File: config.mk
export PLATFORM = sky130hd
export DESIGN_NAME = cdb_arbiter
export DESIGN_NICKNAME = d
export VERILOG_FILES = /design/src/rtl/cdb_pkg.sv /design/src/rtl/result_fifo.sv /design/src/rtl/cdb_arbiter.sv
export SDC_FILE = /design/constraint.sdc
export NUM_CORES = 1
export LEC_CHECK = 0
export BUFFER_PORTS_ARGS = -buffer_cell sky130_fd_sc_hd__buf_2
export CAP_MARGIN = 20
export CORE_MARGIN = 2
export CORE_UTILIZATION = 55
export DETAILED_ROUTE_END_ITERATION = 16
export PLACE_DENSITY = 0.78
export SYNTH_ARGS = -nofsm -noshare
export SYNTH_HDL_FRONTEND = slang
export SYNTH_SLANG_ARGS = --single-unit
File: constraint.sdc
create_clock -name clk_in -period 6.44 [get_ports clk_in]
set_input_delay 0.966 -clock clk_in [delete_from_list [all_inputs] [get_ports clk_in]]
set_output_delay 0.966 -clock clk_in [all_outputs]
set_load 0.05 [all_outputs]
File: src/rtl/cdb_pkg.sv
// Shared types and constants for the common data bus arbiter and its result FIFOs.
package cdb_pkg;

  localparam int ROB_W  = 5;
  localparam int DATA_W = 32;

  localparam logic SRC_ALU = 1'b0;
  localparam logic SRC_LSB = 1'b1;

  typedef struct packed {
    logic [ROB_W-1:0]  rob_id;
    logic [DATA_W-1:0] value;
  } cdb_entry_t;

endpackage

File: src/rtl/result_fifo.sv
// Per-producer result queue: circular buffer with a registered occupancy count.
// Frozen while rdy_in is low; flush empties it and discards any same-cycle push.
module result_fifo #(
  parameter int DEPTH = 4,
  parameter int WIDTH = 37
) (
  input  logic             clk_in,
  input  logic             rst_in,
  input  logic             rdy_in,
  input  logic             flush,
  input  logic             push,
  input  logic [WIDTH-1:0] din,
  input  logic             pop,
  output logic [WIDTH-1:0] head,
  output logic             empty,
  output logic             full,
  output logic             overflow_pulse
);

  localparam int PTR_W = $clog2(DEPTH);
  localparam int CNT_W = PTR_W + 1;
  localparam logic [CNT_W-1:0] FULL_CNT = CNT_W'(DEPTH);

  logic [WIDTH-1:0] mem [DEPTH];
  logic [PTR_W-1:0] rd_ptr;
  logic [PTR_W-1:0] wr_ptr;
  logic [CNT_W-1:0] count;
  logic             active;
  logic             do_push;
  logic             do_pop;

  assign active         = rdy_in && !flush;
  assign empty          = (count == '0);
  assign full           = (count == FULL_CNT);
  assign head           = mem[rd_ptr];
  // A push against a full queue is dropped even when a pop frees a slot on the same edge.
  assign do_push        = active && push && !full;
  assign do_pop         = active && pop && !empty;
  assign overflow_pulse = active && push && full;

  always_ff @(posedge clk_in) begin
    if (do_push) begin
      mem[wr_ptr] <= din;
    end
  end

  always_ff @(posedge clk_in or negedge rst_in) begin
    if (!rst_in) begin
      rd_ptr <= '0;
      wr_ptr <= '0;
      count  <= '0;
    end else if (rdy_in) begin
      if (flush) begin
        rd_ptr <= '0;
        wr_ptr <= '0;
        count  <= '0;
      end else begin
        if (do_push) begin
          wr_ptr <= wr_ptr + PTR_W'(1);
        end
        if (do_pop) begin
          rd_ptr <= rd_ptr + PTR_W'(1);
        end
        case ({do_push, do_pop})
          2'b10:   count <= count + CNT_W'(1);
          2'b01:   count <= count - CNT_W'(1);
          default: count <= count;
        endcase
      end
    end
  end

endmodule

File: src/rtl/cdb_arbiter.sv
// Round-robin arbiter that broadcasts one ALU or LSB result per cycle on the CDB.
// Each producer queues results in its own result_fifo; the heads compete for the bus.
module cdb_arbiter
  import cdb_pkg::*;
#(
  parameter int DEPTH = 4
) (
  input  logic              clk_in,
  input  logic              rst_in,
  input  logic              rdy_in,
  input  logic              _clear,
  input  logic              _alu_res_ready,
  input  logic [ROB_W-1:0]  _alu_res_rob_id,
  input  logic [DATA_W-1:0] _alu_res_value,
  output logic              _alu_res_full,
  input  logic              _lsb_res_ready,
  input  logic [ROB_W-1:0]  _lsb_res_rob_id,
  input  logic [DATA_W-1:0] _lsb_res_value,
  output logic              _lsb_res_full,
  output logic              _cdb_ready,
  output logic [ROB_W-1:0]  _cdb_rob_id,
  output logic [DATA_W-1:0] _cdb_value,
  output logic              _cdb_src,
  output logic              _overflow
);

  localparam int ENTRY_W = $bits(cdb_entry_t);

  cdb_entry_t alu_push_entry;
  cdb_entry_t lsb_push_entry;
  cdb_entry_t alu_head;
  cdb_entry_t lsb_head;
  cdb_entry_t grant_entry;
  logic       alu_empty;
  logic       lsb_empty;
  logic       alu_ovf;
  logic       lsb_ovf;
  logic       alu_pop;
  logic       lsb_pop;
  logic       grant_valid;
  logic       grant_src;
  logic       last_grant;

  assign alu_push_entry = '{rob_id: _alu_res_rob_id, value: _alu_res_value};
  assign lsb_push_entry = '{rob_id: _lsb_res_rob_id, value: _lsb_res_value};

  result_fifo #(.DEPTH(DEPTH), .WIDTH(ENTRY_W)) u_alu_fifo (
    .clk_in         (clk_in),
    .rst_in         (rst_in),
    .rdy_in         (rdy_in),
    .flush          (_clear),
    .push           (_alu_res_ready),
    .din            (alu_push_entry),
    .pop            (alu_pop),
    .head           (alu_head),
    .empty          (alu_empty),
    .full           (_alu_res_full),
    .overflow_pulse (alu_ovf)
  );

  result_fifo #(.DEPTH(DEPTH), .WIDTH(ENTRY_W)) u_lsb_fifo (
    .clk_in         (clk_in),
    .rst_in         (rst_in),
    .rdy_in         (rdy_in),
    .flush          (_clear),
    .push           (_lsb_res_ready),
    .din            (lsb_push_entry),
    .pop            (lsb_pop),
    .head           (lsb_head),
    .empty          (lsb_empty),
    .full           (_lsb_res_full),
    .overflow_pulse (lsb_ovf)
  );

  // On contention the source that did not win last time gets the bus.
  always_comb begin
    grant_valid = 1'b0;
    grant_src   = SRC_ALU;
    if (rdy_in && !_clear) begin
      if (!alu_empty && !lsb_empty) begin
        grant_valid = 1'b1;
        grant_src   = (last_grant == SRC_LSB) ? SRC_ALU : SRC_LSB;
      end else if (!alu_empty) begin
        grant_valid = 1'b1;
        grant_src   = SRC_ALU;
      end else if (!lsb_empty) begin
        grant_valid = 1'b1;
        grant_src   = SRC_LSB;
      end
    end
  end

  assign alu_pop     = grant_valid && (grant_src == SRC_ALU);
  assign lsb_pop     = grant_valid && (grant_src == SRC_LSB);
  assign grant_entry = (grant_src == SRC_LSB) ? lsb_head : alu_head;

  assign _cdb_ready  = grant_valid;
  assign _cdb_rob_id = grant_valid ? grant_entry.rob_id : '0;
  assign _cdb_value  = grant_valid ? grant_entry.value : '0;
  assign _cdb_src    = grant_valid && grant_src;

  always_ff @(posedge clk_in or negedge rst_in) begin
    if (!rst_in) begin
      last_grant <= SRC_LSB;
      _overflow  <= 1'b0;
    end else begin
      if (grant_valid) begin
        last_grant <= grant_src;
      end
      if (alu_ovf || lsb_ovf) begin
        _overflow <= 1'b1;
      end
    end
  end

endmodule

# After elaboration in Yosys (flattened, before gate mapping)
# Memory sizes are Yosys's and may differ from the RTL's.
# Cells that the tools add are included.
# Widths: inputs -> output; s select.
# totals
register_bits	16
latchBits	0
ramBits	296
mem_bits_ro	0
input_bits	80
output_inout_bits	42
word_cells	86
mem_count	2
# mem_list
name	words	word_bits	read_ports	rd_ports_with_merged_regs	wr	line	text
u_alu_fifo.mem	4	37	1	0	1	result_fifo.sv:24	logic [WIDTH-1:0] mem [DEPTH];
u_lsb_fifo.mem	4	37	1	0	1	result_fifo.sv:24	
# op_classes
add_sub_neg	8
mul	0
div_mod_pow	0
order_cmp	0
n_eq_ne	6
shifts	0
muxes	27
bitwise	1
reduce_logical	34
# op_table
op	n
$mux 37	1
$mux 32	1
$mux 2	8
$logic_and 1x1->1	14
$mux 1	12
$pmux 3 s2	2
$reduce_and 2->1	6
$add 2x1->2 const B	4
$reduce_bool 2->1	4
$add 3x1->3 const B	2
$eq 3x3->1 const B	2
$logic_not 3->1	2
$mux 3	2
$reduce_bool 3->1	2
$sub 3x1->3 const B	2
$logic_not 1->1	5
$mux 5	1
$eq 2x1->1 const B	2
$eq 2x2->1 const B	2
$logic_or 1x1->1	1
$not 1->1	1

# Depth between registers and ports, before layout
# Gate-level depths: netlist of the first run.
# depth
depth_word	12
depth_mapped	11
mapped_depth_nobuf	8

# Modules after synthesis
# Synthesis of the first run repeated with hierarchy kept, for this count alone.
# hier_totals
hier_cells	631
hier_area_um2	12668.4
# by_module_without_submodules
mod	n_inst	cells_each	area_per_inst_um2	seq_area_each_um2
result_fifo at u_alu_fifo	1	245	5826.8	4619.4
result_fifo at u_lsb_fifo	1	242	5825.6	4619.4
cdb_arbiter	1	144	1016.0	51.3

# Worst setup path after synthesis of the first run
# OpenSTA, ideal clock, no wires.
# synth_timing
kind	input-to-output
start	input port _clear
end	output port _cdb_value[22]
arrival_ns	2.978
slack_ns	2.496
cell_stages	8
n_path_buf	3
path_cell_list	nand2b_1 -> buf_2 -> or3_1 -> buf_6 -> clkinv_2 -> buf_2 -> nand2_1 -> a21oi_1
# synth_via
elab_chain_cells	5
# synth_rtl
element	line	text
start: declaration	cdb_arbiter.sv:11	input logic _clear,
$logic_not 1->1 (*)	cdb_arbiter.sv:79	if (rdy_in && !_clear) begin
$logic_and 1x1->1 (*)	cdb_arbiter.sv:79	
$mux 1	cdb_arbiter.sv:79	
$mux 37	cdb_arbiter.sv:95	assign grant_entry = (grant_src == SRC_LSB) ? lsb_head : alu_head;
$mux 32 (*)	cdb_arbiter.sv:99	assign _cdb_value = grant_valid ? grant_entry.value : '0;
end: declaration	cdb_arbiter.sv:22	output logic [DATA_W-1:0] _cdb_value,
# Every way passes the cells marked *; elsewhere a longest branch is shown, timed or not.

# Final worst setup path of the first run
# layout_timing
start	input port rdy_in
end	output port _cdb_value[2]
# layout_via
elab_chain_cells	4
# layout_rtl
element	line	text
start: declaration	cdb_arbiter.sv:10	input logic rdy_in,
$logic_and 1x1->1 (*)	cdb_arbiter.sv:79	
$mux 1	cdb_arbiter.sv:79	
$mux 37	cdb_arbiter.sv:95	
$mux 32 (*)	cdb_arbiter.sv:99	
# Marks and branches as above.

==> flow_metrics.env, run 1 <==
export IMPL_numCtsBuffers=30
export IMPL_yosysSeqAreaShare_pct=74.2
export IMPL_crit_fanout=38
export IMPL_fp_dieH_um=155
export IMPL_hold_viol_final=0
export IMPL_max_freq_ghz=0.229
export IMPL_row_count=55
export IMPL_period_share_pct=67.7
export IMPL_ant_nets=0
export IMPL_synth_warnings=0
export IMPL_setup_viol=0
export IMPL_post_cts_buffers=0
export IMPL_die_area_um2=24000
export IMPL_cpMaxStageDelayCell="or3_2"
export IMPL_maxCapViolCount=0
export IMPL_drc=0
export IMPL_slew_headroom_pct=25.7
export IMPL_initial_core_util_pct=55.6
export IMPL_cts_tree="built"
export IMPL_cp_required_ps=5470
export IMPL_syn_inst=645
export IMPL_overflow=0
export IMPL_synth_flop_cell="edfxtp_1"
export IMPL_cts_clk_slew_worst_paths_ps=60
export IMPL_dr_pass1_iters=4
export IMPL_critical_path_top_delay_family="buffers and inverters"
export IMPL_grt_antenna_before_repair=3
export IMPL_p_per_area_nw_per_um2=385
export IMPL_ctsHtreeMaxLevel=1
export IMPL_syn_area_um2=12500
export IMPL_finalInstanceArea_um2=14500
export IMPL_dp_cells=1020
export IMPL_ios=122
export IMPL_outcome="complete, no violations"
export IMPL_end_kind="output pin"
export IMPL_grt_usage_pct=21.6
export IMPL_setup_tns_final_ps=0
export IMPL_skew_ps=7.15
export IMPL_vias=6474
export IMPL_io_buffers=121
export IMPL_initialDrtViolationCount=599
export IMPL_fp_dieW_um=155
export IMPL_ctsHoldBuffers=0
export IMPL_nets=864
export IMPL_peakVddDrop_uv=219
export IMPL_worstPathArrival_ps=3400
export IMPL_cp_slowest_stage_delay_ps=550
export IMPL_p_leak_nw=4.96
export IMPL_synth_common_cells="edfxtp_1, mux4_2, nand2_1, a21oi_1, clkbuf_1"
export IMPL_path_cells="buf_2, nand2b_1, or3_2, clkinv_2, nand2_1, a21oi_1, buf_2"
export IMPL_grt_start_max_net_pins=45
export IMPL_worstSetupStartpointType="input port"
export IMPL_hold_class="in2async"
export IMPL_cts_path_max_buffers=3
export IMPL_detail_route_vias_per_cell=5.96
export IMPL_first_global_vias=6776
export IMPL_cts_sinks=312
export IMPL_synthDistinctLibCells=55
export IMPL_fp_coreArea_um2=22500
export IMPL_layout_min_cycle_time_ps=4360
export IMPL_wire_per_inst_um=23.5
export IMPL_critPathKind="in2out"
export IMPL_area_growth_pct=15.6
export IMPL_synthArstFlopShare_pct=5.13
export IMPL_cpMostUsedCell="buf_2"
export IMPL_cp_num_buf_inv=3
export IMPL_synth_nets=735
export IMPL_place_gp_congestion=0.766
export IMPL_whs_ps=347
export IMPL_clk_latency_ps=540
export IMPL_dp_hpwl_mm=14.7
export IMPL_drive_gt1_share_pct=37.2
export IMPL_fin_cells=1087
export IMPL_slew_viol_final=0
export IMPL_synth_top_area_share_pct=71.0
export IMPL_avgSynthCellArea_um2=19.4
export IMPL_final_core_util_pct=64.3
export IMPL_yosysMostFrequentCell="edfxtp_1"
export IMPL_cts_root_buf="clkbuf_16"
export IMPL_place_area_um2=13300
export IMPL_synth_edf_count=296
export IMPL_tightest_slew_ps=1110
export IMPL_grt_pass1_wl_mm=38.8
export IMPL_routed_wl_mm=25.5
export IMPL_grt_setup_unrepaired="false"
export IMPL_yosys_area_top_type="edfxtp_1"
export IMPL_postCtsResizedCells=0
export IMPL_ys_ff_latch=312
export IMPL_netlist_top_cells_area="edfxtp_1, mux4_2, dfrtp_1"
[flip-flops by register name, summed over array words and instances (netlist names), 2 cells and up]
register and cells:
u_alu_fifo.mem 148, u_lsb_fifo.mem 148, u_lsb_fifo.rd_ptr 2, u_alu_fifo.count 3, u_alu_fifo.wr_ptr 2, u_lsb_fifo.wr_ptr 2
u_alu_fifo.rd_ptr 2, u_lsb_fifo.count 3
[cell type report]
| class | instances | area (um^2) |
|---|---|---|
| clock buffers | 39 | 806 |
| well taps | 285 | 357 |
| inverters | 13 | 50.0 |
| clock inverters | 17 | 164 |
| diodes | 4 | 10.0 |
| multi-input cells | 286 | 3000 |
| fillers | 1513 | 8040 |
| flip-flops and latches | 312 | 9300 |
| repair buffers | 131 | 783 |
[through the flow]
stage	setup slack, ps	total power, mW
after detailed placement	2140	3.90
after CTS	2120	5.61
final	2080	5.57
after global placement	2200	3.86
after global routing	1950	5.80
after floorplan	2500	3.57
[path summary, 6_finish.rpt]
check / end / slack (ps) / cells after the start / startpoint
max in group asynchronous: u_alu_fifo.rd_ptr[0] / 5770 / 1 / rst_in
min in group clk_in: last_grant / 510 / 2 / last_grant
setup / recovery: _cdb_value[2] / 2080 / 7 / rdy_in
hold reg to reg: last_grant / 510 / 2 / last_grant
hold / removal: u_alu_fifo.count[1] / 350 / 1 / rst_in
setup reg to reg: u_lsb_fifo.count[2] / 3370 / 9 / u_lsb_fifo.count[2]
[kinds of logic after synthesis]
group,synth area share (%)
AO/OA/AOI/OAI,3.74
XOR/XNOR,0.140
adder cells (fa/ha/maj),1.12
buffers and inverters,1.90
flip-flops,74.2
multiplexers,14.1
AND/OR/NAND/NOR,4.74
[routing by layer]
layer / share of wire, % / GRT usage, % / vias to the layer above
met5: 0.043 / 0 / -
met4: 2.3 / 5.51 / 2
met3: 6.6 / 3.42 / 41
met2: 51 / 37.6 / 254
met1: 40 / 28.8 / 3333
li1: - / - / 2844
[worst register-to-register path, stage by stage, from the launching register on]
cell     delay [ps]
dfrtp_1         440
nor3_2          450
or3_2           230
buf_4           500
nor2_1          140
fa_1            450
or2_2           310
o41ai_1         230
a31oi_1          90
nor3_2          140
[power breakdown]
group / internal (mW) / switching (mW) / total, mW
sequential: 2.34 / 0.223 / 2.56
clock: 1.00 / 0.713 / 1.72
combinational: 0.597 / 0.703 / 1.30
[cell usage in the layout (no fill, tap or decap), types with 4 or more instances in the layout]
| master | instances |
|---|---|
| diode_2 | 4 |
| edfxtp_1 | 296 |
| buf_2 | 121 |
| dfrtp_2 | 4 |
| o22ai_1 | 4 |
| a21oi_1 | 27 |
| clkinv_1 | 7 |
| nand2_1 | 72 |
| o21ai_0 | 6 |
| and2_2 | 8 |
| dfrtp_1 | 11 |
| mux4_2 | 74 |
| nor2b_1 | 5 |
| inv_1 | 12 |
| clkbuf_16 | 31 |
| buf_12 | 5 |
| ha_1 | 8 |
| clkinv_2 | 5 |
| mux2i_1 | 4 |
| mux2_2 | 4 |
| a21oi_2 | 10 |
| nand2_2 | 10 |
| clkbuf_1 | 8 |
| nor2_1 | 6 |
Power figures use the tool's default switching activity.
==> run 2, diff against run 1 <==
==> constraint.sdc (replaced) <==
create_clock -name clk_in -period 4.1 [get_ports clk_in]
set_input_delay 0.615 -clock clk_in [delete_from_list [all_inputs] [get_ports clk_in]]
set_output_delay 0.615 -clock clk_in [all_outputs]
set_load 0.05 [all_outputs]
==> flow_metrics.env, run 2 (synthesis gave the netlist of run 1 again) <==
export IMPL_p_clk_share_pct=29.6
export IMPL_peakVddDrop_uv=448
export IMPL_max_freq_ghz=0.274
export IMPL_initialDrtViolationCount=613
export IMPL_ios=122
export IMPL_maxCapViolCount=0
export IMPL_setup_tns_final_ps=0
export IMPL_first_global_vias=6935
export IMPL_crit_fanout=20
export IMPL_overflow=0
export IMPL_fp_dieH_um=155
export IMPL_worstPathArrival_ps=3030
export IMPL_routed_wl_mm=25.7
export IMPL_crit_end="_cdb_value[0]"
export IMPL_clk_latency_ps=550
export IMPL_fillCellCount=1523
export IMPL_area_growth_pct=14.9
export IMPL_final_core_util_pct=63.9
export IMPL_cts_root_buf="clkbuf_16"
export IMPL_fp_dieW_um=155
export IMPL_dp_hpwl_mm=15.7
export IMPL_tightest_slew_ps=1100
export IMPL_detail_route_vias_per_cell=6.01
export IMPL_drive_gt1_share_pct=37.4
export IMPL_reg_top3="u_alu_fifo.mem: 148 flops, u_lsb_fifo.mem: 148 flops"
export IMPL_end_kind="output pin"
export IMPL_place_gp_congestion=0.852
export IMPL_grt_setup_unrepaired="false"
export IMPL_critPathKind="reg2out"
export IMPL_hold_class="in2reg"
export IMPL_cts_sinks=312
export IMPL_p_sw_mw=2.57
export IMPL_reg2reg_from="u_lsb_fifo.count[2]"
export IMPL_numCtsBuffers=30
export IMPL_grt_pass1_wl_mm=39.6
export IMPL_post_cts_buffers=0
export IMPL_drc=0
export IMPL_p_per_area_nw_per_um2=602
export IMPL_p_sw_share_pct=29.8
export IMPL_ctsHtreeMaxLevel=1
export IMPL_hold_viol_final=0
export IMPL_p_int_mw=6.08
export IMPL_cts_path_max_buffers=3
export IMPL_wire_per_inst_um=23.5
export IMPL_grt_start_max_net_pins=45
export IMPL_final_common_cell="edfxtp_1"
export IMPL_ant_nets=0
export IMPL_row_count=55
export IMPL_grt_antenna_before_repair=7
export IMPL_slew_headroom_pct=26.4
export IMPL_io_buffers=121
export IMPL_cts_tree="built"
export IMPL_skew_ps=5.03
export IMPL_cp_required_ps=3480
export IMPL_p_leak_nw=4.93
export IMPL_r2r_cells=9
export IMPL_outcome="complete, no violations"
export IMPL_worstSetupStartpoint="u_alu_fifo.count[0]"
export IMPL_layout_min_cycle_time_ps=3640
export IMPL_fp_coreArea_um2=22500
export IMPL_die_area_um2=24000
export IMPL_slew_viol_final=0
export IMPL_period_share_pct=88.9
export IMPL_nets=867
export IMPL_r2r_end="u_lsb_fifo.count[2]"
export IMPL_final_cell_mix="edfxtp_1, buf_2, mux4_2, nand2_1, clkbuf_16"
export IMPL_r2r_slack_ps=890
export IMPL_grt_usage_pct=22.0
export IMPL_combPwrFrac_pct=24.1
export IMPL_cts_clk_slew_worst_paths_ps=60
export IMPL_dr_pass1_iters=5
export IMPL_setup_viol=0
export IMPL_seqPwrFrac_pct=46.3
export IMPL_worstSetupStartpointType="register"
export IMPL_vias=6552
export IMPL_initial_core_util_pct=55.6
[run 2: cell count changes in the layout (fill, tap and decap cells not counted), sizes merged]
cell         delta
clkinvlp        +1
buf             +2
clkinv          -1
diode           +2
clkbuf          +1
inv             -1
dlygate4sd3     +1
bufinv          -2
[run 2: what timing repair did]
| action | in CTS | in global routing |
|---|---|---|
| gates resized for setup | 0 | 0 |
| hold endpoints to repair | 15 | 0 |
| hold buffers | 1 | 0 |
[run 2: power groups by stage]
stage                     clock network (mW)  logic, mW  registers [mW]
after floorplan                            0       1.79            3.83
after global placement                     0       2.02            4.06
after detailed placement                   0       2.08            4.08
after CTS                               2.60       2.10            4.02
after global routing                    2.74       2.24            4.04
final                                   2.56       2.09            4.00
[run 2: cell type report]
class,count,area [um^2],area share (%)
antenna,6,15.0,0.104
clock buffer,40,820,5.70
clock inverter,14,97.6,0.679
inverter,13,50.0,0.348
multi-input combinational,286,3000,20.8
sequential,312,9300,64.7
tap,285,357,2.48
timing repair buffer,134,743,5.17
[run 2: worst min path at each step]
stage                        from               endpoint  slack [ps]  depth (start not counted)
6_report       _alu_res_value[12]  u_alu_fifo.mem[3][12]         280                          1
5_1_grt        _alu_res_value[28]  u_alu_fifo.mem[2][28]         270                          1
4_1_cts        _lsb_res_value[28]  u_lsb_fifo.mem[1][28]         260                          1
3_5_place_dp           last_grant             last_grant         490                          2
3_3_place_gp           last_grant             last_grant         480                          2
2_1_floorplan              rst_in              _overflow         320                          0
[run 2: worst max-delay path, stage by stage (launching register included)]
cell and delay [ps]:
dfrtp_1 480, o31a_1 370, or3_2 450, clkinv_2 250, buf_4 360, nand2_1 90
a21oi_1 180, buf_2 290
[run 2: layer usage]
| layer | vias up | GRT usage (%) | wire, um |
|---|---|---|---|
| li1 | 2861 | - | - |
| met1 | 3346 | 28.0 | 9900 |
| met2 | 274 | 37.7 | 13100 |
| met3 | 65 | 5.07 | 1870 |
| met4 | 6 | 7.72 | 792 |
| met5 | - | 0 | 41 |
[run 2: metrics by stage]
stage	power, mW	hold slack [ps]	area [um^2]	setup slack, ps	std cells
5_1_grt	9.02	266	14400	299	1086
4_1_cts	8.71	259	14300	426	1082
3_5_place_dp	6.16	491	13400	572	1027
6_report	8.65	279	14400	457	1090
2_1_floorplan	5.61	319	12500	858	645
3_3_place_gp	6.08	482	13400	705	1027
==> run 3, diff against run 2 <==
--- a/config.mk
+++ b/config.mk
@@ -8,7 +8,7 @@
 export BUFFER_PORTS_ARGS = -buffer_cell sky130_fd_sc_hd__buf_2
 export CAP_MARGIN = 20
 export CORE_MARGIN = 2
-export CORE_UTILIZATION = 55
+export CORE_UTILIZATION = 53
 export DETAILED_ROUTE_END_ITERATION = 16
 export PLACE_DENSITY = 0.78
 export SYNTH_ARGS = -nofsm -noshare
==> constraint.sdc (replaced) <==
create_clock -name clk_in -period 3.03 [get_ports clk_in]
set_input_delay 0.4545 -clock clk_in [delete_from_list [all_inputs] [get_ports clk_in]]
set_output_delay 0.4545 -clock clk_in [all_outputs]
set_load 0.05 [all_outputs]
==> flow_metrics.env, run 3 (synthesis gave the netlist of run 1 again) <==
export IMPL_slew_viol_final=0
export IMPL_reg2reg_from="u_alu_fifo.count[1]"
export IMPL_numCtsBuffers=31
export IMPL_crit_fanout=10
export IMPL_critical_path_top_delay_family="buffers and inverters"
export IMPL_grt_start_max_net_pins=40
export IMPL_r2r_end="u_alu_fifo.count[1]"
export IMPL_cts_clk_slew_worst_paths_ps=60
export IMPL_whs_ps=116
export IMPL_setup_viol=0
export IMPL_vias=6660
export IMPL_cp_num_buf_inv=3
export IMPL_p_sw_share_pct=29.6
export IMPL_detail_route_vias_per_cell=5.83
export IMPL_grtUsageMet2_pct=37.7
export IMPL_critPathKind="reg2out"
export IMPL_p_per_area_nw_per_um2=810
export IMPL_globalRouteMet3Util_pct=4.71
export IMPL_layout_min_cycle_time_ps=2960
export IMPL_max_freq_ghz=0.338
export IMPL_row_count=56
export IMPL_cp_slowest_stage_delay_ps=420
export IMPL_p_clk_share_pct=29.7
export IMPL_clk_latency_ps=550
export IMPL_overflow=0
export IMPL_nets=887
export IMPL_reg_top3="u_alu_fifo.mem: 148 flops, u_lsb_fifo.mem: 148 flops"
export IMPL_grt_pass1_wl_mm=40.4
export IMPL_hold_start="_lsb_res_value[20]"
export IMPL_period_share_pct=97.8
export IMPL_die_area_um2=24900
export IMPL_initial_core_util_pct=53.6
export IMPL_routed_wl_mm=26.5
export IMPL_ant_nets=0
export IMPL_end_kind="output pin"
export IMPL_cts_root_buf="clkbuf_16"
export IMPL_place_gp_congestion=0.758
export IMPL_slew_headroom_pct=56.1
export IMPL_first_global_vias=7054
export IMPL_r2r_cells=8
export IMPL_busiest_layer="met2"
export IMPL_peakVddDrop_uv=525
export IMPL_seqPwrFrac_pct=43.0
export IMPL_report_power_total_mw=12.0
export IMPL_drc=0
export IMPL_cts_sinks=312
export IMPL_io_buffers=121
export IMPL_hold_viol_final=0
export IMPL_grt_usage_pct=21.8
export IMPL_worst_slack_ps=67.3
export IMPL_fillCellCount=1583
export IMPL_cts_path_max_buffers=3
export IMPL_dp_slack_ps=290
export IMPL_worstPathArrival_ps=2510
export IMPL_combPwrFrac_pct=27.3
export IMPL_setup_tns_final_ps=0
export IMPL_dp_hpwl_mm=16.4
export IMPL_worstSetupStartpointType="register"
export IMPL_p_leak_nw=5.09
export IMPL_dr_pass1_iters=5
export IMPL_fp_coreArea_um2=23300
export IMPL_maxCapViolCount=0
export IMPL_outcome="complete, no violations"
export IMPL_initialDrtViolationCount=541
export IMPL_area_growth_pct=18.8
export IMPL_path_cells="o31a_1, or3_4, clkinv_4, bufbuf_16, nand2_1, a21oi_1, buf_4"
export IMPL_wire_per_inst_um=23.2
export IMPL_ctsHtreeMaxLevel=1
export IMPL_r2r_slack_ps=290
export IMPL_final_cell_mix="edfxtp_1, buf_2, mux4_2, nand2_1, buf_4"
export IMPL_p_int_mw=8.48
export IMPL_final_common_cell="edfxtp_1"
export IMPL_drive_gt1_share_pct=39.5
export IMPL_cts_tree="built"
export IMPL_cpMaxStageDelayCell="dfrtp_1"
export IMPL_cp_required_ps=2580
export IMPL_ios=122
export IMPL_grt_setup_unrepaired="true"
export IMPL_p_sw_mw=3.57
export IMPL_fp_dieH_um=158
export IMPL_hold_class="in2reg"
export IMPL_skew_ps=7.98
export IMPL_worstHoldEndpoint="u_lsb_fifo.mem[2][20]"
export IMPL_hold_depth=1
export IMPL_grt_antenna_before_repair=8
export IMPL_grt_met1_usage_pct=27.4
export IMPL_tightest_slew_ps=659
export IMPL_fp_dieW_um=158
[run 3: cell count changes in the layout (fill, tap and decap cells not counted), sizes merged]
cell      delta
diode        -3
clkbuf       -2
buf         +18
clkinv       +2
clkinvlp     +1
bufbuf       +1
inv          +1
bufinv       +1
[run 3: per-stage QoR]
stage               util, %  cells  instance area, um^2
floorplan                 -    645                12500
global placement       58.8   1075                13700
detailed placement     58.8   1075                13700
CTS                    63.5   1135                14800
global route           63.7   1142                14900
finish                 63.7   1143                14900
[run 3: worst max path at each step]
stage               cells after the start           startpoint        endpoint  slack, ps
floorplan                               8  u_alu_fifo.count[0]  _cdb_value[22]         80
global placement                        8               _clear   _cdb_value[7]        320
detailed placement                      4  u_lsb_fifo.count[2]   _cdb_value[7]        290
CTS                                     7  u_alu_fifo.count[2]  _cdb_value[22]         40
global route                            7  u_alu_fifo.count[2]  _cdb_rob_id[3]         -3
finish                                  7  u_alu_fifo.count[2]  _cdb_value[22]         70
[run 3: what timing repair did]
action | 4_1_cts | 5_1_grt
hold buffers | 1 | 0
gates resized for setup | 29 | 2
hold endpoints to repair | 15 | 0
endpoints found under the setup margin | 38 | 22
cloned | 1 | 0
pin swaps | 0 | 2
setup buffers | 1 | 5
[run 3: worst register-to-register path, cell delays in order (launching register included)]
cell and delay [ps]:
dfrtp_2 450, buf_4 160, or3_1 320, o211ai_2 190
nor2_1 150, fa_1 510, or4b_2 590, mux2i_1 190
a211o_1 110
[run 3: power groups by stage]
stage               Combinational, mW  Sequential (mW)  Clock, mW
finish                           3.29             5.18       3.58
global route                     3.52             5.21       3.78
CTS                              3.26             5.18       3.64
detailed placement               3.13             5.27          0
global placement                 3.05             5.25          0
floorplan                        2.42             5.18          0
[run 3: final cells by class]
class / count / area, um^2 / area share [%]
timing repair buffer: 153 / 1130 / 7.62
tap: 319 / 399 / 2.68
inverter: 13 / 53.8 / 0.362
clock inverter: 19 / 151 / 1.02
clock buffer: 38 / 802 / 5.39
antenna: 3 / 7.51 / 0.0505
sequential: 312 / 9300 / 62.5
multi-input combinational: 286 / 3020 / 20.3
[run 3: layer usage]
metal  vias up  wire length, um
li1       2890                -
met2       244            13700
met3        63             1600
met4        10              814
met1      3453            10400
met5         -               68
